[config.mk]
export PLATFORM = sky130hd
export DESIGN_NAME = dffram_ctrl
export DESIGN_NICKNAME = d
export VERILOG_FILES = /design/src/rtl/dffram_pkg.sv /design/src/rtl/dffram_rsp_fifo.sv /design/src/rtl/dffram_ctrl.sv
export SDC_FILE = /design/constraint.sdc
export NUM_CORES = 1
export LEC_CHECK = 0
export ABC_CLOCK_PERIOD_IN_PS = 6800
export CORE_MARGIN = 8
export CORE_UTILIZATION = 45
export DETAILED_ROUTE_END_ITERATION = 7
export PLACE_DENSITY = 0.95
export SETUP_SLACK_MARGIN = 0.15
export SKIP_CTS_REPAIR_TIMING = 1
export SLEW_MARGIN = 20
export SYNTH_ARGS = -nofsm -noshare
export SYNTH_HDL_FRONTEND = slang
export SYNTH_SLANG_ARGS = --single-unit
[constraint.sdc]
create_clock -name clk_i -period 6.8 [get_ports clk_i]
set_input_delay 0.68 -clock clk_i [delete_from_list [all_inputs] [get_ports clk_i]]
set_output_delay 0.68 -clock clk_i [all_outputs]
set_load 0.03 [all_outputs]
[src/rtl/dffram_pkg.sv]
// Shared widths and types for the DFFRAM controller and its response FIFO.
package dffram_pkg;

   localparam int unsigned AW = 12;
   localparam int unsigned DW = 32;
   localparam int unsigned RspDepth = 2;

   typedef struct packed {
      logic [DW-1:0] rdata;
      logic          err;
   } rsp_entry_t;

   typedef struct packed {
      logic valid;
      logic we;
      logic err;
   } inflight_t;

   // Entries the response path will hold once this cycle's in-flight push and pop have settled.
   function automatic logic [2:0] next_occupancy(input logic [1:0] count, input logic inflight,
                                                 input logic pop);
      return {1'b0, count} + {2'b00, inflight} - {2'b00, pop};
   endfunction

endpackage

[src/rtl/dffram_rsp_fifo.sv]
// Two-entry response FIFO; the head is always a registered entry, so nothing falls through.
module dffram_rsp_fifo
   import dffram_pkg::*;
(
   input  logic       clk_i,
   input  logic       rst_ni,
   input  logic       push,
   input  rsp_entry_t push_data,
   input  logic       pop,
   output rsp_entry_t head,
   output logic       full,
   output logic       empty,
   output logic [1:0] count
);

   rsp_entry_t entries [RspDepth];
   logic       wr_ptr;
   logic       rd_ptr;
   logic       do_push;
   logic       do_pop;

   assign full    = (count == 2'(RspDepth));
   assign empty   = (count == 2'd0);
   assign do_pop  = pop && !empty;
   assign do_push = push && (!full || do_pop);
   assign head    = entries[rd_ptr];

   // Storage is cleared too, so the head reads as zero while in reset.
   always_ff @(posedge clk_i or negedge rst_ni) begin
      if (!rst_ni) begin
         for (int i = 0; i < RspDepth; i++) begin
            entries[i] <= '0;
         end
         wr_ptr <= 1'b0;
         rd_ptr <= 1'b0;
         count  <= 2'd0;
      end else begin
         if (do_push) begin
            entries[wr_ptr] <= push_data;
            wr_ptr          <= ~wr_ptr;
         end
         if (do_pop) begin
            rd_ptr <= ~rd_ptr;
         end
         case ({do_push, do_pop})
            2'b10:   count <= count + 2'd1;
            2'b01:   count <= count - 2'd1;
            default: count <= count;
         endcase
      end
   end

endmodule

[src/rtl/dffram_ctrl.sv]
// DFFRAM controller: valid/ready word requests, one-cycle SRAM access, in-order responses
// through a two-entry FIFO.
module dffram_ctrl #(
   parameter int unsigned Depth = 4096,
   parameter int unsigned AW    = dffram_pkg::AW,
   parameter int unsigned DW    = dffram_pkg::DW
) (
   input  logic          clk_i,
   input  logic          rst_ni,
   input  logic          req_valid_i,
   output logic          req_ready_o,
   input  logic [31:0]   req_addr_i,
   input  logic          req_we_i,
   input  logic [3:0]    req_be_i,
   input  logic [DW-1:0] req_wdata_i,
   output logic          rsp_valid_o,
   input  logic          rsp_ready_i,
   output logic [DW-1:0] rsp_rdata_o,
   output logic          rsp_err_o,
   output logic          ram_en_o,
   output logic [3:0]    ram_we_o,
   output logic [DW-1:0] ram_di_o,
   output logic [AW-1:0] ram_a_o,
   input  logic [DW-1:0] ram_do_i
);
   import dffram_pkg::*;

   logic          addr_err;
   logic          accept;
   logic          pop;
   inflight_t     inflight;
   rsp_entry_t    push_data;
   rsp_entry_t    head;
   logic          fifo_full;
   logic          fifo_empty;
   logic [1:0]    fifo_count;

   assign addr_err = (req_addr_i[1:0] != 2'b00) || (req_addr_i[31:AW+2] != '0);
   assign accept   = req_valid_i && req_ready_o;

   // Error accepts still take a response slot but never touch the SRAM.
   assign ram_en_o = accept && !addr_err;
   assign ram_we_o = (ram_en_o && req_we_i) ? req_be_i : 4'b0000;
   assign ram_a_o  = req_addr_i[AW+1:2];
   assign ram_di_o = req_wdata_i;

   // One-deep record of last cycle's accept, lining up with the SRAM read data.
   always_ff @(posedge clk_i or negedge rst_ni) begin
      if (!rst_ni) begin
         inflight <= '0;
      end else begin
         inflight.valid <= accept;
         inflight.we    <= accept && req_we_i;
         inflight.err   <= accept && addr_err;
      end
   end

   assign push_data.rdata = (inflight.we || inflight.err) ? '0 : ram_do_i;
   assign push_data.err   = inflight.err;

   dffram_rsp_fifo u_rsp_fifo (
      .clk_i     (clk_i),
      .rst_ni    (rst_ni),
      .push      (inflight.valid),
      .push_data (push_data),
      .pop       (pop),
      .head      (head),
      .full      (fifo_full),
      .empty     (fifo_empty),
      .count     (fifo_count)
   );

   assign rsp_valid_o = !fifo_empty;
   assign rsp_rdata_o = head.rdata;
   assign rsp_err_o   = head.err;
   assign pop         = rsp_valid_o && rsp_ready_i;

   // rsp_ready_i feeds req_ready_o directly so a slot freed this cycle is reusable at once.
   assign req_ready_o = rst_ni && (next_occupancy(fifo_count, inflight.valid, pop) < 3'd2);

   a_no_overflow: assert property (@(posedge clk_i) disable iff (!rst_ni)
      !(inflight.valid && fifo_full && !pop));

   a_addr_in_depth: assert property (@(posedge clk_i) disable iff (!rst_ni)
      ram_en_o |-> (32'(ram_a_o) < Depth));

endmodule

* Word-level counts from Yosys, hierarchy flattened
Cells that the tools add are included.
** Word-level totals
- Register bits after elaboration :: 73
- Bits of input ports :: 105
- Output and inout bits :: 84
- Logic and storage cells :: 54
** Operators by class
- Add/sub/neg operators :: 4
- Order comparisons :: 4
- Equal/unequal tests :: 3
- Muxes and demuxes :: 9
- Bitwise logic cells :: 4
- Reduce and logical (&&, ||, !) cells :: 20
** Operators with widths (count)
- $mux W33 :: 4
- $bwmux W66 :: 1
- $demux W33 S1 :: 1
- $mux W32 :: 1
- $reduce_bool A18 Y1 :: 1
- $logic_and A1 B1 Y1 :: 10
- $eq A2 B2 Y1 const B :: 2
- $ge A2 B2 Y1 const B :: 2
- $mux W4 :: 1
- $not A1 Y2 :: 2
- $pmux W2 S2 :: 1
- $reduce_bool A2 Y1 :: 2
- $add A2 B1 Y3 :: 1
- $logic_not A1 Y1 :: 3
- $logic_or A1 B1 Y1 :: 3
- $lt A3 B2 Y1 const B :: 1
- $sub A3 B1 Y3 :: 1
- $add A2 B1 Y2 const B :: 1
- $eq A2 B1 Y1 const B :: 1
- $logic_not A2 Y1 :: 1
- $lt A2 B1 Y1 const B :: 1
- $not A1 Y1 :: 2
- $sub A2 B1 Y2 const B :: 1

* Depth between registers and ports, before layout
- Depth after elaboration :: 10
- Mapped depth :: 9
- Depth with buffers taken out :: 9

* Hierarchy
A second synthesis with hierarchy kept.
** Second synthesis, totals
- Cell total of the unflattened synthesis :: 307
- Area total of the unflattened synthesis :: 3881.2 um2
** Modules (own cells, without submodules)
- dffram_rsp_fifo :: instances 1, cells each 194, area an instance 3071.7 um2, sequential area each 1751.7 um2
- dffram_ctrl :: instances 1, cells each 113, area an instance 809.5 um2, sequential area each 75.1 um2

* Worst setup path before layout
OpenSTA, ideal clock, no wires.
- Path kind :: register -> output
- Start :: register u_rsp_fifo.count[1]
- End :: output port ram_we_o[0]
- Arrival :: 3150 ps
- Data required time :: 6120 ps
- Path slack :: 2970 ps
- Stages on the path, launching flop included :: 9
- Path through :: dfrtp_1 > or2_2 > and2_1 > ha_1 > nand2b_1 > fa_1 > and2_1 > nand4_1 > nor4_1
** On the way
- Word-level cells in the longest chain between the ends :: 10
- Elaborated cells on any way between the ends :: 11
- Classes of those cells :: add/sub: 2; order compare: 1; mux: 1; reduce/logical: 7
** RTL lines
- from (decl) :: line dffram_rsp_fifo.sv:13 : output logic [1:0] count
- from (signal assigned) :: line dffram_rsp_fifo.sv:46 : 2'b10: count <= count + 2'd1;
- from (signal assigned) :: line dffram_rsp_fifo.sv:47 : 2'b01: count <= count - 2'd1;
- from (signal assigned) :: line dffram_rsp_fifo.sv:48 : default: count <= count;
- $logic_not A2 Y1 :: line dffram_rsp_fifo.sv:23 : assign empty = (count == 2'd0);
- $logic_not A1 Y1 :: line dffram_ctrl.sv:73 : assign rsp_valid_o = !fifo_empty;
- net rsp_valid_o :: line dffram_ctrl.sv:16 : output logic rsp_valid_o,
- $logic_and A1 B1 Y1 :: line dffram_ctrl.sv:76 : assign pop = rsp_valid_o && rsp_ready_i;
- $sub A3 B1 Y3 :: line dffram_pkg.sv:22 : return {1'b0, count} + {2'b00, inflight} - {2'b00, pop};
- $lt A3 B2 Y1 :: line dffram_ctrl.sv:79 : assign req_ready_o = rst_ni && (next_occupancy(fifo_count, inflight.valid, pop) < 3'd2);
- $logic_and A1 B1 Y1 :: line dffram_ctrl.sv:79
- $logic_and A1 B1 Y1 :: line dffram_ctrl.sv:39 : assign accept = req_valid_i && req_ready_o;
- $logic_and A1 B1 Y1 :: line dffram_ctrl.sv:42 : assign ram_en_o = accept && !addr_err;
- $logic_and A1 B1 Y1 :: line dffram_ctrl.sv:43 : assign ram_we_o = (ram_en_o && req_we_i) ? req_be_i : 4'b0000;
- $mux W4 :: line dffram_ctrl.sv:43
- to (decl) :: line dffram_ctrl.sv:21 : output logic [3:0] ram_we_o,
The timed path passes the listed nets, and every way through them passes these cells.

* Worst setup path in the final report
- Start :: input port rsp_ready_i
- End :: output port ram_we_o[1]
** On the way
- Word-level cells in the longest chain between the ends :: 8
** RTL lines
- from (decl) :: line dffram_ctrl.sv:17 : input logic rsp_ready_i,
- $logic_and A1 B1 Y1 :: line dffram_ctrl.sv:76
- $sub A3 B1 Y3 :: line dffram_pkg.sv:22
- $lt A3 B2 Y1 :: line dffram_ctrl.sv:79
- $logic_and A1 B1 Y1 :: line dffram_ctrl.sv:79
- $logic_and A1 B1 Y1 :: line dffram_ctrl.sv:39
- $logic_and A1 B1 Y1 :: line dffram_ctrl.sv:42
- $logic_and A1 B1 Y1 :: line dffram_ctrl.sv:43
- $mux W4 :: line dffram_ctrl.sv:43
Every way passes these cells.

==> results.toml <==
[cts]
cts_tree = "built"
cts_num_sinks = 73
clk_pin_slew_ps = 80
ctsRootBufferMaster = "clkbuf_8"
htreeDepth = 3
clock_path_buffers = 2
clk_latency_ps = 340
cts_buffers = 9

[grt]
use_met3_pct = 5.519
grt_max_degree = 73
grt_pass1_wl_um = 14660
grt_use_met1_pct = 16.04
busiest_layer = "met2"
gr-total-overflow = 0
grt_use_total_pct = 14.43
antenna_found_initial = 0
grt_pass1_vias = 2814
met2_usage_pct = 24.72

[critical_path]
worstPathCellList = "clkdlybuf4s50_1 -> and2_1 -> ha_1 -> nand2b_1 -> fa_1 -> xnor2_1 -> nand4_1 -> nor4_1 -> clkdlybuf4s50_1"
regToRegSetupSlack_ps = 4350
crit_path_max_fanout = 5
cpMostUsedCell = "clkdlybuf4s50_1"
crit_slowest_cell = "clkdlybuf4s50_1"
critical-path-max-stage-delay_ps = 730
crit_type = "in -> out"
required_ps = 6120
start_kind = "input port"
worstPathArrival_ps = 3650
worst_setup_path_end_kind = "primary output"

[sta]
setup_viol = 0
period_minus_slack_ps = 4325
worstMarginPinSlew_ps = 899.1
fin_crit_sh_pct = 63.61
rsz0062_at_grt = "no"
slew_violations = 0
skew_ps = 11.99
maxSlewHeadroom_pct = 40.00
layout_setup_ws_ps = 2475
hold_viol_final = 0
setup_tns_ps = 0
fmaxAchievable_mhz = 231.2

[placement]
place_ws_ps = 2497
post-dp-hpwl_um = 6317
dp.cells = 456
place.gp.congestion = 0.7450
placement.io_buffers = 100

[floorplan]
ios = 189
die_area_mm2 = 0.01221
core_area_mm2 = 0.008678
start_util_pct = 46.32
rows = 34
die_w_um = 110.5
die_y_um = 110.5

[logic_synthesis]
netlist.area_leader.share_pct = 45.44
syn-cell-area_mm2 = 0.004020
synth.most_common_cell = "dfrtp_1"
yosysTopAreaCell = "dfrtp_1"
syn_nets = 411
avgSynthCellArea_um2 = 13.27
synth-edff-count = 0
yosys_register_bits = 73
synth.distinct_cells = 27
async_reset_ff_share_pct = 100.0
syn-instance-count = 303
synth_commonest_cells = "dfrtp_1 (73), mux2_2 (67), buf_4 (44)"
synth_ff_type = "dfrtp_1"
synthTopCellsByArea = "dfrtp_1 (45%), mux2_2 (19%), mux2_4 (11%)"
yosysWarnings = 0
synth.yosys.seq_area_share_pct = 45.44

[final_layout]
fin_nets = 467
antenna_cells = 0
drive_above_1_share_pct = 33.52
final_cells = 472
area_growth_syn_to_layout_pct = 22.91
finish.utilization_pct = 56.93

[power]
p_per_area_mw_per_mm2 = 487.3
leakage_nw = 2.223
vdd_drop_max_v = 0.0001946

[drt]
first_pass_iters = 4
routed_wl_um = 8649
drtIter0Drc = 40
ant_nets = 0
viasPerCell = 5.142
vias = 2427
drc = 0
wl_per_cell_um = 18.32

[min_path]
hp-class = "in -> async"

[flow_run]
maxCapViolations = 0

[status]
outcome = "completed"
-- state kept, by name (all words and copies together), names as in the netlist --
name	cells
inflight	3
u_rsp_fifo.count	2
u_rsp_fifo.entries	66
u_rsp_fifo.rd_ptr	1
u_rsp_fifo.wr_ptr	1
-- final timing paths --
path                                        start                      to  cells after the start
max                                   rsp_ready_i             ram_we_o[1]                      9
min                                        rst_ni  u_rsp_fifo.entries[14]                      1
max reg2reg                   u_rsp_fifo.count[1]             inflight[1]                      8
min reg2reg                u_rsp_fifo.entries[51]  u_rsp_fifo.entries[51]                      1
max in group asynchronous                  rst_ni  u_rsp_fifo.entries[27]                      2
min in group clk_i         u_rsp_fifo.entries[51]  u_rsp_fifo.entries[51]                      1
-- report_power, final --
part | total (mW) | switching [mW] | internal, mW
clock network | 0.358 | 0.158 | 0.199
logic | 1.28 | 0.599 | 0.685
registers | 0.767 | 0.134 | 0.633
total | 2.41 | 0.891 | 1.52
-- per-layer routing --
layer	up-vias	share of wire, %	wire [um]
li1	1101	-	-
met1	1195	41	3526
met2	107	50	4296
met3	24	8.0	696
met4	0	1.5	129
met5	-	0	0
-- critical path: cells and delay by family --
family,cells,cell delay (ps)
adders and majority gates,2,630
buffers and inverters,2,1230
xor gates and xnor gates,1,250
and+or+nand+nor,4,870
-- per-stage QoR --
stage          area, um^2  total power, mW  hold WS, ps
2_1_floorplan        4020            1.685        384.4
3_3_place_gp         4721            2.028        466.5
3_5_place_dp         4721            2.073        480.6
4_1_cts              4936            2.441        107.0
5_1_grt              4941            2.551        99.23
6_report             4941            2.408        125.8
-- cell type report --
class,count,area (um^2)
Fill cell,705,3737
Inverter,7,26.28
Multi-Input combinational cell,165,1717
Sequential cell,73,1827
Clock inverter,4,50.05
Clock buffer,12,165.2
Timing Repair Buffer,103,1021
Tap cell,108,135.1
-- layout by cell type, fill, tap and decap left out --
cell              n
clkdlybuf4s50_1  99
dfrtp_1          73
mux2_2           67
and2_1           35
mux2_4           30
clkbuf_8         12
nor4_1            8
inv_1             7
xnor2_1           4
buf_4             4
nand2b_1          2
nand4_1           2
xor2_1            2
mux2_1            2
ha_1              2
clkinvlp_4        2
or2_2             1
nor3b_2           1
nand3_1           1
or4_1             1
nor3_1            1
o21a_1            1
nor2_4            1
nor3b_4           1
nand3b_4          1
nor2_1            1
fa_1              1
clkinv_2          1
bufinv_16         1
-- cells by family after synthesis --
kind of cell             synth area share (%)
AND/OR/NAND/NOR                         9.368
multiplexers                            30.53
AO/OA/AOI/OAI                          0.1868
adder cells (fa/ha/maj)                 1.120
XOR/XNOR                                1.307
buffers and inverters                   12.04
flip-flops                              45.44
No activity file was read; power rests on OpenSTA's default activity.
